==> config.mk <==
export PLATFORM = sky130hd
export DESIGN_NAME = burst_ram_arbiter
export DESIGN_NICKNAME = d
export VERILOG_FILES = /design/src/rtl/burst_ram_arbiter.sv
export SDC_FILE = /design/constraint.sdc
export NUM_CORES = 1
export LEC_CHECK = 0
export CAP_MARGIN = 20
export CORE_AREA = 2 2 182 184
export DETAILED_ROUTE_END_ITERATION = 6
export DIE_AREA = 0 0 184 186
export PLACE_DENSITY_LB_ADDON = 0.3
export SETUP_SLACK_MARGIN = 0.3
export SLEW_MARGIN = 20
export SYNTH_ARGS = -nofsm -noshare
export SYNTH_HDL_FRONTEND = slang
export SYNTH_SLANG_ARGS = --single-unit
==> constraint.sdc <==
create_clock -name clk -period 2.23 [get_ports clk]
set_input_delay 0.446 -clock clk [delete_from_list [all_inputs] [get_ports clk]]
set_output_delay 0.446 -clock clk [all_outputs]
set_load 0.005 [all_outputs]
==> src/rtl/burst_ram_arbiter.sv <==
// burst_ram_arbiter: shares one burst RAM command/data port between two
// requesters (A, B) with round-robin arbitration, a minimum command-to-command
// interval, write-beat forwarding and read-beat steering to the burst owner.
// Optional read-data timeout: define BURST_RAM_ARBITER_TIMEOUT_EN.
module burst_ram_arbiter #(
  parameter int RAM_DEPTH_BITWIDTH     = 21,
  parameter int COMMAND_DELAY_INTERVAL = 20,
  parameter int BURST_BEATS            = 4,
  parameter int TIMEOUT_CYCLES         = 255
) (
  input  logic                          clk,
  input  logic                          rst,
  input  logic                          a_cmd,
  input  logic                          a_cmd_en,
  input  logic [RAM_DEPTH_BITWIDTH-1:0] a_addr,
  input  logic [63:0]                   a_wr_data,
  output logic                          a_cmd_ack,
  output logic [63:0]                   a_rd_data,
  output logic                          a_rd_data_valid,
  input  logic                          b_cmd,
  input  logic                          b_cmd_en,
  input  logic [RAM_DEPTH_BITWIDTH-1:0] b_addr,
  input  logic [63:0]                   b_wr_data,
  output logic                          b_cmd_ack,
  output logic [63:0]                   b_rd_data,
  output logic                          b_rd_data_valid,
  output logic                          br_cmd,
  output logic                          br_cmd_en,
  output logic [RAM_DEPTH_BITWIDTH-1:0] br_addr,
  output logic [63:0]                   br_wr_data,
  output logic [7:0]                    br_data_mask,
  input  logic [63:0]                   br_rd_data,
  input  logic                          br_rd_data_valid,
  output logic                          error
);

  localparam int CW = $clog2(COMMAND_DELAY_INTERVAL + 1);
  localparam int BW = $clog2(BURST_BEATS + 1);

  // The beat counter logic assumes at least two beats per burst.
  if (BURST_BEATS < 2) begin : g_chk_beats
    $error("BURST_BEATS must be at least 2");
  end
  if (TIMEOUT_CYCLES < 1) begin : g_chk_tmo
    $error("TIMEOUT_CYCLES must be at least 1");
  end

  typedef enum logic [3:0] {
    IDLE        = 4'b0001,
    WRITE_BEATS = 4'b0010,
    READ_WAIT   = 4'b0100,
    READ_BEATS  = 4'b1000
  } state_t;

  state_t                        state_q, state_d;
  logic [CW-1:0]                 cnt_q, cnt_d;
  logic [BW-1:0]                 beat_q, beat_d;
  logic                          last_q, last_d;    // 1: B was granted last
  logic                          owner_q, owner_d;  // 1: B owns the burst
  logic                          br_cmd_q, br_cmd_d;
  logic                          br_cmd_en_q, br_cmd_en_d;
  logic [RAM_DEPTH_BITWIDTH-1:0] br_addr_q, br_addr_d;
  logic [63:0]                   br_wr_data_q, br_wr_data_d;
  logic                          a_ack_q, a_ack_d;
  logic                          b_ack_q, b_ack_d;
  logic                          err_q, err_d;
  logic                          rd_phase, rd_vld, win_b;

`ifdef BURST_RAM_ARBITER_TIMEOUT_EN
  localparam int TW = $clog2(TIMEOUT_CYCLES + 1);
  logic [TW-1:0] tmo_q, tmo_d;
`endif

  assign rd_phase        = (state_q == READ_WAIT) || (state_q == READ_BEATS);
  assign rd_vld          = rd_phase & br_rd_data_valid;
  assign a_rd_data       = br_rd_data;
  assign b_rd_data       = br_rd_data;
  assign a_rd_data_valid = rd_vld & ~owner_q;
  assign b_rd_data_valid = rd_vld & owner_q;
  // B wins only if A is idle or A was the last one served.
  assign win_b           = b_cmd_en & (~a_cmd_en | ~last_q);

  assign br_cmd       = br_cmd_q;
  assign br_cmd_en    = br_cmd_en_q;
  assign br_addr      = br_addr_q;
  assign br_wr_data   = br_wr_data_q;
  assign br_data_mask = 8'h00;
  assign a_cmd_ack    = a_ack_q;
  assign b_cmd_ack    = b_ack_q;
  assign error        = err_q;

  // Next-state: arbitration, issue, beat counting, command interval.
  always_comb begin
    state_d      = state_q;
    cnt_d        = (cnt_q != '0) ? cnt_q - 1'b1 : cnt_q;
    beat_d       = beat_q;
    last_d       = last_q;
    owner_d      = owner_q;
    br_cmd_d     = br_cmd_q;
    br_cmd_en_d  = 1'b0;
    br_addr_d    = br_addr_q;
    br_wr_data_d = br_wr_data_q;
    a_ack_d      = 1'b0;
    b_ack_d      = 1'b0;
    err_d        = 1'b0;
`ifdef BURST_RAM_ARBITER_TIMEOUT_EN
    tmo_d        = tmo_q;
`endif
    unique case (state_q)
      IDLE: begin
        if ((cnt_q == '0) && (a_cmd_en || b_cmd_en)) begin
          cnt_d        = CW'(COMMAND_DELAY_INTERVAL);
          br_cmd_en_d  = 1'b1;
          owner_d      = win_b;
          last_d       = win_b;
          br_cmd_d     = win_b ? b_cmd     : a_cmd;
          br_addr_d    = win_b ? b_addr    : a_addr;
          br_wr_data_d = win_b ? b_wr_data : a_wr_data;
          a_ack_d      = ~win_b;
          b_ack_d      = win_b;
          beat_d       = '0;
          state_d      = (win_b ? b_cmd : a_cmd) ? WRITE_BEATS : READ_WAIT;
        end
      end
      WRITE_BEATS: begin
        br_wr_data_d = owner_q ? b_wr_data : a_wr_data;
        if (beat_q == BW'(BURST_BEATS - 2)) begin
          beat_d  = '0;
          state_d = IDLE;
        end else begin
          beat_d = beat_q + 1'b1;
        end
      end
      READ_WAIT: begin
        if (br_rd_data_valid) begin
          beat_d  = BW'(1);
          state_d = READ_BEATS;
        end
      end
      READ_BEATS: begin
        if (br_rd_data_valid) begin
          if (beat_q == BW'(BURST_BEATS - 1)) begin
            beat_d  = '0;
            state_d = IDLE;
          end else begin
            beat_d = beat_q + 1'b1;
          end
        end
      end
      default: state_d = IDLE;
    endcase
`ifdef BURST_RAM_ARBITER_TIMEOUT_EN
    // Abandon a read whose beats stop arriving; the command interval still runs.
    if (rd_phase) begin
      if (br_rd_data_valid) begin
        tmo_d = '0;
      end else if (tmo_q == TW'(TIMEOUT_CYCLES - 1)) begin
        tmo_d   = '0;
        err_d   = 1'b1;
        beat_d  = '0;
        state_d = IDLE;
      end else begin
        tmo_d = tmo_q + 1'b1;
      end
    end else begin
      tmo_d = '0;
    end
`endif
  end

  // State and output registers with synchronous reset.
  always_ff @(posedge clk) begin
    if (rst) begin
      state_q      <= IDLE;
      cnt_q        <= '0;
      beat_q       <= '0;
      last_q       <= 1'b1;
      owner_q      <= 1'b0;
      br_cmd_q     <= 1'b0;
      br_cmd_en_q  <= 1'b0;
      br_addr_q    <= '0;
      br_wr_data_q <= '0;
      a_ack_q      <= 1'b0;
      b_ack_q      <= 1'b0;
      err_q        <= 1'b0;
`ifdef BURST_RAM_ARBITER_TIMEOUT_EN
      tmo_q        <= '0;
`endif
    end else begin
      state_q      <= state_d;
      cnt_q        <= cnt_d;
      beat_q       <= beat_d;
      last_q       <= last_d;
      owner_q      <= owner_d;
      br_cmd_q     <= br_cmd_d;
      br_cmd_en_q  <= br_cmd_en_d;
      br_addr_q    <= br_addr_d;
      br_wr_data_q <= br_wr_data_d;
      a_ack_q      <= a_ack_d;
      b_ack_q      <= b_ack_d;
      err_q        <= err_d;
`ifdef BURST_RAM_ARBITER_TIMEOUT_EN
      tmo_q        <= tmo_d;
`endif
    end
  end

endmodule
==> results_dict.tcl <==
set metrics [dict create \
    status "finished clean" \
    p_int_uw 8130 \
    synth_enable_flop_cells 0 \
    crit-reg2reg-launch "state_q[2]" \
    place_area_mm2 0.00856 \
    grt_max_degree 46 \
    grt_first_pass_wirelength_mm 29.2 \
    crit_type "register to register" \
    io_pins 469 \
    wl_per_cell_um 16.5 \
    nFillCells 3312 \
    drt-pass1-iter-count 4 \
    ant_nets 0 \
    p_leak_uw 0.00368 \
    wl_mm 20.8 \
    cp-end-kind "register" \
    cp-start-kind "register" \
    synth_ff_type "dfxtp_1" \
    min_path_type "register to register" \
    finalHoldViolations 0 \
    drive_above_1_share_pct 28.9 \
    max_freq_mhz 479 \
    ir_drop_v 0.000434 \
    ys_ff_latch 103 \
    dp_hpwl_mm 13.5 \
    critPathTopFamily "simple AND/OR/NAND/NOR gates" \
    seq_area_frac_synth_pct 33.5 \
    yosysWarnings 0 \
    required_ps 2470 \
    fin_crit_sh_pct 93.6 \
    vias 5209 \
    cts_tree "yes" \
    maxCapViolations 0 \
    grt.overflow.total 0 \
    cp_max_fo 11 \
    die_area_mm2 0.0342 \
    cp_slowest_stage_delay_ps 570 \
    swShare_pct 35.6 \
    pwr-share-comb_pct 62.2 \
    power_frac_clock_pct 12.5 \
    path_cells "or4b_4 -> mux2i_4 -> buf_12 -> bufbuf_16 -> mux2i_4 -> a211oi_2" \
    final.setup.tns_ps 0 \
    track_usage_pct 11.3 \
    drc 0 \
    startpoint "state_q[2]" \
    worst_pin_slew_ps 507 \
    cts_buffers 9 \
    core_mm2 0.0322 \
    multi_input_area_mm2 0.00336 \
    avgSynthCellArea_um2 9.36 \
    worstSkewPairLatency_ps 350 \
    initial_core_util_pct 19.1 \
    syn_inst 658 \
    htree_levels 3 \
    root_buffer "clkbuf_16" \
    setup_viol 0 \
    die_w_um 184 \
    drtIter0Drc 169 \
    async_flop_share_pct 0 \
    clock_sinks 103 \
    pwr_density_cell_mw_per_mm2 1250 \
    min_from "br_cmd" \
    regArea_mm2 0.00207 \
    slew_headroom_pct 65.7 \
    fin_nets 1090 \
    antenna_cells 0 \
    max-clock-path-buffers 2 \
    grt_pass1_vias 5141 \
    path_common_cell "mux2i_4" \
    crit_arrival_ps 2320 \
    cpMaxStageDelayCell "or4b_4" \
    fin_area_mm2 0.0101 \
    io_buffers 267 \
    place.gp.congestion 0.732 \
    vias_per_cell 4.14 \
    fin_crit_ps 2090 \
    syn_to_final_growth_pct 64.7 \
    power_frac_seq_pct 25.3 \
    fin_skew_ps 7.91 \
    drv_slew 0 \
    synth_cell_types 46 \
    hold_ws_ps 461 \
    core.rowCount 66 \
    antenna_found_initial 0 \
    path_clk_slew_ps 80 \
    switchingPower_uw 4500 \
    syn_area_mm2 0.00616 \
    reg2reg_setup_slack_ps 140 \
    die_height_um 186 \
    rsz0062_at_grt "true" \
    cp_num_buf_inv 2 \
]
==> cells in the final DEF, fill, tap and decap left out, drive strengths merged, types with 6 or more instances in the layout <==
master,count
dfxtp,103
nor3,6
buf,77
a21oi,10
a211oi,86
inv,10
clkbuf,16
mux2,9
nand2,26
a311oi,8
mux2i,78
clkdlybuf4s50,264
nor2,88
nor2b,10
conb,9
==> per-stage QoR <==
stage	utilization [%]	setup slack, ps	total power, uW	cells
global placement	26.6	67.7	8850	1202
detailed placement	26.6	-0.390	8900	1202
CTS	29.8	158	11900	1245
global route	31.5	100	13500	1257
finish	31.5	144	12600	1257
floorplan	-	243	6390	666
==> logic make-up (layout without fill, tap and decap cells) <==
group / count (synthesis) / after routing / share of synthesized area, %
compound gates: 118 / 118 / 17.7
simple gates: 152 / 152 / 11.3
other cells: 1 / 9 / 0.0609
fa+ha+maj: 5 / 5 / 1.02
flops: 103 / 103 / 33.5
mux: 87 / 87 / 14.3
buf+inv: 189 / 372 / 21.7
xor+xnor: 3 / 3 / 0.427
==> path summary, 6_finish.rpt <==
kind,end,cells past startpoint
max,br_wr_data[29],6
min,br_cmd,2
max reg2reg,br_wr_data[29],6
min reg2reg,br_cmd,2
==> sequential cells by signal, indices dropped and copies added, names as in the netlist <==
| signal | flops |
|---|---|
| br_cmd_en | 1 |
| owner_q | 1 |
| b_cmd_ack | 1 |
| cnt_q | 5 |
| br_cmd | 1 |
| state_q | 4 |
| a_cmd_ack | 1 |
| br_wr_data | 64 |
| br_addr | 21 |
| last_q | 1 |
| beat_q | 3 |
==> final cells by class <==
class / instances / area share, %
flip-flops and latches: 103 / 20.4
inverters: 7 / 0.259
well taps: 408 / 5.04
repair buffers: 349 / 38.4
multi-input cells: 374 / 33.1
clock inverters: 6 / 0.518
clock buffers: 10 / 2.26
==> synthesized netlist by cell type, types with 2 or more instances <==
cell	n	area, um^2
a211o_1	2	17.5
a211oi_1	46	345
a211oi_2	40	500
a21o_1	2	15.0
a21oi_1	10	50.1
a311oi_1	8	70.1
buf_2	13	65.1
buf_4	144	1080
buf_6	3	33.8
buf_8	4	60.1
clkbuf_1	17	63.8
dfxtp_1	103	2060
ha_1	5	62.6
inv_1	7	26.3
mux2_2	9	101
mux2i_1	78	781
nand2_1	26	97.6
nand2b_1	2	12.5
nand3_1	5	25.0
nor2_1	88	330
nor2b_1	10	62.6
nor3_1	5	25.0
nor4bb_1	2	20.0
o21ai_0	2	10.0
or2_2	2	12.5
or3_1	3	18.8
or4b_1	2	20.0
xnor2_1	2	17.5
==> per-layer routing <==
| metal | track usage (%) | vias up | wire, um |
|---|---|---|---|
| met5 | 0 | - | 0 |
| met1 | 12.4 | 2386 | 8420 |
| met2 | 20.0 | 230 | 10000 |
| li1 | - | 2534 | - |
| met3 | 3.42 | 59 | 1620 |
| met4 | 4.93 | 0 | 705 |
==> tightest hold or removal path: cells and delay by family (launching register included) <==
family           cells  cell delay (ps)
AND/OR/NAND/NOR      1               50
AO/OA/AOI/OAI        1               50
flip-flops           1              320
==> repair_timing <==
item / 4_1_cts / 5_1_grt
cloned: 9 / 5
pin swaps: 28 / 50
setup buffers: 18 / 7
hold buffers: 0 / 0
gates resized for setup: 83 / 81
endpoints found under the setup margin: 101 / 94
==> power by group through the flow <==
stage	registers (uW)	clock network (uW)	logic (uW)
finish	3200	1580	7850
global route	3310	1740	8460
CTS	3190	1670	7080
detailed placement	3220	0	5680
global placement	3200	0	5650
floorplan	3220	0	3170
(Power assumes the default switching activity.)
